$ cat src/rtl/bcd_seq_converter_pkg.sv
// Shared types and constants for the sequential binary-to-BCD converter.
package bcd_pkg;

  // Converter control states.
  typedef enum logic [1:0] {
    IDLE  = 2'd0,
    SHIFT = 2'd1,
    DONE  = 2'd2
  } state_e;

  localparam int DIGIT_W    = 4;
  localparam int ADJ_THRESH = 5;
  localparam int ADJ_ADD    = 3;

  // True when DIGITS decimal digits can hold every WIDTH-bit unsigned value.
  function automatic bit digits_fit(input int width, input int digits);
    longint pow10;
    longint max_bin;
    pow10   = 64'sd1;
    for (int i = 0; i < digits; i++) begin
      pow10 = pow10 * 64'sd10;
    end
    max_bin = (64'sd1 <<< width) - 64'sd1;
    return (pow10 > max_bin);
  endfunction

endpackage

$ cat src/rtl/bcd_seq_converter_digit_adjust.sv
// One double-dabble correction cell: a digit of 5 or more gets 3 added so that
// the following left shift carries correctly into the next decimal digit.
module bcd_digit_adjust
  import bcd_pkg::*;
(
  input  logic [DIGIT_W-1:0] d,
  output logic [DIGIT_W-1:0] q
);

  // Add-3 correction, result truncated to one digit.
  always_comb begin
    if (d >= DIGIT_W'(ADJ_THRESH)) begin
      q = d + DIGIT_W'(ADJ_ADD);
    end else begin
      q = d;
    end
  end

endmodule

$ cat src/rtl/bcd_seq_converter.sv
// Iterative shift-and-add-3 binary-to-BCD converter with valid/ready on both
// sides. One input bit is consumed per cycle; the last finished result stays
// on out_bcd so a display multiplexer can read it continuously.
module bcd_seq_converter
  import bcd_pkg::*;
#(
  parameter int WIDTH  = 8,
  parameter int DIGITS = 3
) (
  input  logic                      clk,
  input  logic                      rst_n,
  input  logic                      in_valid,
  output logic                      in_ready,
  input  logic [WIDTH-1:0]          in_bin,
  output logic                      out_valid,
  input  logic                      out_ready,
  output logic [DIGIT_W*DIGITS-1:0] out_bcd,
  output logic                      busy
);

  localparam int BCD_W = DIGIT_W * DIGITS;
  localparam int CNT_W = $clog2(WIDTH + 1);

  // Refuse to build a converter whose digit count cannot hold the largest input.
  if (!digits_fit(WIDTH, DIGITS)) begin : g_width_check
    $error("bcd_seq_converter: DIGITS too small for WIDTH");
  end

  state_e             state_r;
  state_e             state_s;
  logic [WIDTH-1:0]   bin_r;
  logic [WIDTH-1:0]   bin_s;
  logic [BCD_W-1:0]   work_r;
  logic [BCD_W-1:0]   work_s;
  logic [CNT_W-1:0]   cnt_r;
  logic [CNT_W-1:0]   cnt_s;
  logic [BCD_W-1:0]   out_bcd_r;
  logic [BCD_W-1:0]   out_bcd_s;
  logic               out_valid_r;
  logic               out_valid_s;
  logic               in_ready_r;
  logic               in_ready_s;
  logic               busy_r;
  logic               busy_s;

  logic [BCD_W-1:0]   adj_s;
  logic [BCD_W-1:0]   work_shift_s;

  // One correction cell per digit of the working register.
  for (genvar g = 0; g < DIGITS; g++) begin : g_adjust
    bcd_digit_adjust u_adjust (
      .d (work_r[g*DIGIT_W +: DIGIT_W]),
      .q (adj_s [g*DIGIT_W +: DIGIT_W])
    );
  end

  // Corrected digits shifted left, with the next binary bit entering at the bottom.
  always_comb begin
    work_shift_s = {adj_s[BCD_W-2:0], bin_r[WIDTH-1]};
  end

  // Next-state, datapath and output decode.
  always_comb begin
    state_s     = state_r;
    bin_s       = bin_r;
    work_s      = work_r;
    cnt_s       = cnt_r;
    out_bcd_s   = out_bcd_r;
    out_valid_s = out_valid_r;

    case (state_r)
      IDLE: begin
        if (in_valid) begin
          bin_s   = in_bin;
          work_s  = '0;
          cnt_s   = CNT_W'(WIDTH);
          state_s = SHIFT;
        end else begin
          state_s = IDLE;
        end
      end

      SHIFT: begin
        work_s = work_shift_s;
        bin_s  = {bin_r[WIDTH-2:0], 1'b0};
        cnt_s  = cnt_r - CNT_W'(1);
        if (cnt_r == CNT_W'(1)) begin
          out_bcd_s   = work_shift_s;
          out_valid_s = 1'b1;
          state_s     = DONE;
        end else begin
          state_s = SHIFT;
        end
      end

      DONE: begin
        if (out_ready) begin
          out_valid_s = 1'b0;
          state_s     = IDLE;
        end else begin
          state_s = DONE;
        end
      end

      default: begin
        out_valid_s = 1'b0;
        state_s     = IDLE;
      end
    endcase

    // Status flags are registered from the next state so they match the state register.
    in_ready_s = (state_s == IDLE);
    busy_s     = (state_s == SHIFT) || (state_s == DONE);
  end

  // State, datapath and output registers.
  always_ff @(posedge clk or negedge rst_n) begin
    if (!rst_n) begin
      state_r     <= IDLE;
      bin_r       <= '0;
      work_r      <= '0;
      cnt_r       <= '0;
      out_bcd_r   <= '0;
      out_valid_r <= 1'b0;
      in_ready_r  <= 1'b1;
      busy_r      <= 1'b0;
    end else begin
      state_r     <= state_s;
      bin_r       <= bin_s;
      work_r      <= work_s;
      cnt_r       <= cnt_s;
      out_bcd_r   <= out_bcd_s;
      out_valid_r <= out_valid_s;
      in_ready_r  <= in_ready_s;
      busy_r      <= busy_s;
    end
  end

  assign in_ready  = in_ready_r;
  assign busy      = busy_r;
  assign out_valid = out_valid_r;
  assign out_bcd   = out_bcd_r;

endmodule
$ cat config.mk
export PLATFORM = sky130hd
export DESIGN_NAME = bcd_seq_converter
export DESIGN_NICKNAME = d
export VERILOG_FILES = /design/src/rtl/bcd_seq_converter_pkg.sv /design/src/rtl/bcd_seq_converter_digit_adjust.sv /design/src/rtl/bcd_seq_converter.sv
export SDC_FILE = /design/constraint.sdc
export NUM_CORES = 1
export LEC_CHECK = 0
export BUFFER_PORTS_ARGS = -buffer_cell sky130_fd_sc_hd__buf_2
export CORE_ASPECT_RATIO = 1.2
export CORE_MARGIN = 2
export CORE_UTILIZATION = 57
export CTS_CLUSTER_SIZE = 14
export DETAILED_ROUTE_END_ITERATION = 6
export PLACE_DENSITY_LB_ADDON = 0.1
export SETUP_SLACK_MARGIN = 0.4
export SLEW_MARGIN = 20
export SYNTH_ARGS = -nofsm -noshare
export SYNTH_HDL_FRONTEND = slang
export SYNTH_SLANG_ARGS = --single-unit
export TNS_END_PERCENT = 50
$ cat constraint.sdc
create_clock -name clk -period 3.6 [get_ports clk]
set_clock_uncertainty 0.1 [all_clocks]
set_input_delay 0.9 -clock clk [delete_from_list [all_inputs] [get_ports clk]]
set_output_delay 0.9 -clock clk [all_outputs]
set_load 0.01 [all_outputs]
==> metrics.csv <==
stage,metric,value,unit
run_status,status,completed,
floorplan,die area,3870,um^2
floorplan,initial core utilization,0.589,
clock_network,CTS resizes,0,
floorplan,Top Ports,27,
clock_network,clk slew on worst S/H paths,0.07,ns
place,Placed Cells,238,
layout,NumNets Final,229,
global_routing,GR Util met3,0.0517,
yosys,post-synth top area share,0.518,
critical_path,Worst R2R End,busy$_DFF_PN0_,
yosys,ys flop type,dfrtp_1,
clock_network,CTS tree,yes,
critical_path,CP Buf/Inv Count,1,
yosys,number of synthesized flops with an enable pin,0,
yosys,Synth Area per Inst,10.8,um^2
global_routing,M1 GR Usage,0.252,
layout,Antenna diodes,0,
min_path,worst hold stages,2,
route,drt pass-1 iters,2,
floorplan,core area,3280,um^2
place,IO Port Bufs,26,
critical_path,"Worst Path Class, Setup",reg -> out,
power,Pwr Density,849,nW/um^2
critical_path,Critical Path RT,2.60,ns
yosys,asr flop ratio synth,1.00,
clock_network,TritonCTS buffer count,5,
clock_network,Clock Sinks,41,
route,Vias,1343,
clock_network,post-CTS setup buffers,0,
floorplan,cell row count,23,
layout,Layout Area Growth over Synthesis,12.6,%
min_path,worst hold path class,reg -> reg,
route,Detailed Route WL,3290,um
place,RD Place Congestion,0.811,
layout,Fillers,285,
yosys,post-synth top area cell,dfrtp_1,
critical_path,"Max stage delay cell, worst path",dfstp_2,
critical_path,worst path cell trace,buf_2,
yosys,Mapped Area,1930,um^2
critical_path,crit path launch type,flip-flop,
yosys,Yosys Warn Count,0,
layout,ratio of cells with drive above 1 in the final layout,0.191,
critical_path,Crit Path Max Fanout,1,
global_routing,largest net degree at the start of global routing,42,
global_routing,grt met2 use,0.345,
sta,Tightest Pin Transition,0.863,ns
critical_path,r2r startpoint,cnt_r[1]$_DFFE_PN0P_,
layout,Final Non-Filler Cells,246,
min_path,hold_sp,out_bcd[8]$_DFFE_PN0P_,
sta,Worst slew margin,0.425,
yosys,Synth top cells by count,"dfrtp_1 (40), nand2_1 (22), o21ai_0 (18)",
yosys,number of distinct library cells after synthesis,29,
global_routing,initial antenna violation count,0,
clock_network,CTS root buf,clkbuf_8,
min_path,Hold EP,out_bcd[8]$_DFFE_PN0P_,
yosys,most numerous cell in the Yosys netlist,dfrtp_1,
route,wire length per cell,13.4,um
critical_path,Worst Reg-to-Reg Cells,6,
clock_network,clock buffer depth,2,
yosys,Synth area leaders,"dfrtp_1 (52%), ha_1 (5.8%), mux2i_1 (5.2%), o21ai_0 (4.7%), nand2_1 (4.3%)",
sta,setup TNS,0,ns
critical_path,critical path arrival,0.93,ns
global_routing,first-pass GRT wire length,5910,um
sta,Final Setup Violations,0,
sta,Pins Over Slew Limit,0,
yosys,Synth Instances,179,
yosys,sequential fraction of the synthesis area,0.532,
sta,Tmin final,1.93,ns
place,hpwl dp,2360,um
route,DRC Markers,0,
sta,RSZ-0062 raised after global routing,false,
floorplan,die width,57.1,um
route,initial DRC count,27,
power,Max rail drop VDD,544,uV
global_routing,vias in the first global route,1318,
sta,Final Cycle Share,0.535,
global_routing,grt ovf,0,
critical_path,Top delay family on crit path,flip-flops,
critical_path,worst reg-to-reg setup slack,1.80,ns
power,Pleak,1.05,nW
critical_path,max incr delay on CP,0.52,ns
clock_network,CTS Hold Bufs,0,
global_routing,GRT Total Usage,0.203,
flow_run,max cap viols,0,
clock_network,CTS H-tree depth,2,
yosys,post-synthesis register bit count,41,
global_routing,gr busiest metal,met2,
floorplan,die extent in y,67.8,um
route,antenna-violating nets left,0,
critical_path,CP endpoint kind,output pin,
route,DR vias/cell,5.46,
clock_network,clk_lat worst skew,0.29,ns
yosys,"Net Count, Synth",200,
sta,final hold vios,0,
sta,FMAX,0.519,GHz
metal layers:
layer | share of wire | wire [um] | vias up
met5 | 0 | 0 | -
met4 | 0.015 | 51 | 0
met3 | 0.035 | 116 | 6
met2 | 0.49 | 1620 | 24
met1 | 0.46 | 1500 | 642
li1 | - | - | 671
kinds of logic (layout without fill, tap and decap cells):
family	after synthesis	count (layout)	synth area share
compound gates	43	43	0.130
fa+ha+maj	9	9	0.0583
mux	17	17	0.0926
flops	41	41	0.532
simple gates	48	48	0.130
xor+xnor	4	4	0.0181
buf+inv	17	47	0.0395
final cells by class:
cell class,count,area (um^2),area share
well taps,37,46.3,0.0213
clock buffers,7,76.3,0.0351
flip-flops and latches,41,1030,0.472
repair buffers,29,153,0.0702
multi-input cells,121,828,0.381
inverters,10,37.5,0.0173
clock inverters,1,7.51,0.00345
registers in the layout (all words and copies together), names as in the netlist:
signal / flops
out_bcd: 12
work_r: 12
bin_r: 8
cnt_r: 4
state_r: 2
busy: 1
in_ready: 1
out_valid: 1
placed cells by master (no fill, tap or decap), drive strengths merged:
cell / netlist / routed
a21oi: 9 / 9
a22o: 7 / 7
buf: 6 / 29
clkbuf: 1 / 7
clkinvlp: 0 / 1
dfrtp: 40 / 40
dfstp: 1 / 1
ha: 9 / 9
inv: 10 / 10
mux2: 7 / 7
mux2i: 10 / 10
nand2: 23 / 23
nand2b: 6 / 6
nand3: 3 / 3
nor2: 4 / 4
nor2b: 1 / 1
nor3: 3 / 3
nor3b: 7 / 7
nor4: 1 / 1
o21a: 1 / 1
o21ai: 23 / 23
o21bai: 1 / 1
o22ai: 1 / 1
o31ai: 1 / 1
xnor2: 4 / 4
through the flow:
stage	worst slack, ns	utilization	hold WS (ns)	area, um^2	power (mW)
6_report	1.67	0.663	0.379	2180	1.85
5_1_grt	1.64	0.663	0.406	2180	2.03
4_1_cts	1.66	0.663	0.387	2180	1.87
3_5_place_dp	1.60	0.638	0.371	2090	1.58
3_3_place_gp	1.65	0.638	0.363	2090	1.53
2_1_floorplan	1.67	-	0.349	1930	1.36
worst max-delay path by stage:
stage                          startpoint                      to  slack [ns]  cells after the start
floorplan                        in_valid          busy$_DFF_PN0_        1.67                      4
global placement                 in_valid          busy$_DFF_PN0_        1.65                      5
detailed placement               in_valid          busy$_DFF_PN0_        1.60                      5
CTS                    in_ready$_DFF_PN1_                in_ready        1.66                      1
global route        work_r[0]$_DFFE_PN0P_  out_bcd[2]$_DFFE_PN0P_        1.64                      6
finish                 in_ready$_DFF_PN1_                in_ready        1.67                      1
power by group:
group / total (mW) / switching (mW) / internal [mW] / leakage, nW
clock network: 0.282 / 0.145 / 0.137 / 0.0385
registers: 0.788 / 0.137 / 0.651 / 0.523
logic: 0.777 / 0.431 / 0.346 / 0.488
total: 1.85 / 0.713 / 1.13 / 1.05
worst register-to-register path: cells and delay by family (launching register included):
| kind | cells | cell delay, ns |
|---|---|---|
| AO/OA/AOI/OAI | 1 | 0.18 |
| adder cells (fa/ha/maj) | 2 | 0.42 |
| buffers and inverters | 1 | 0.08 |
| flip-flops | 1 | 0.40 |
| AND/OR/NAND/NOR | 2 | 0.51 |
No activity file was read; power rests on OpenSTA's default activity.
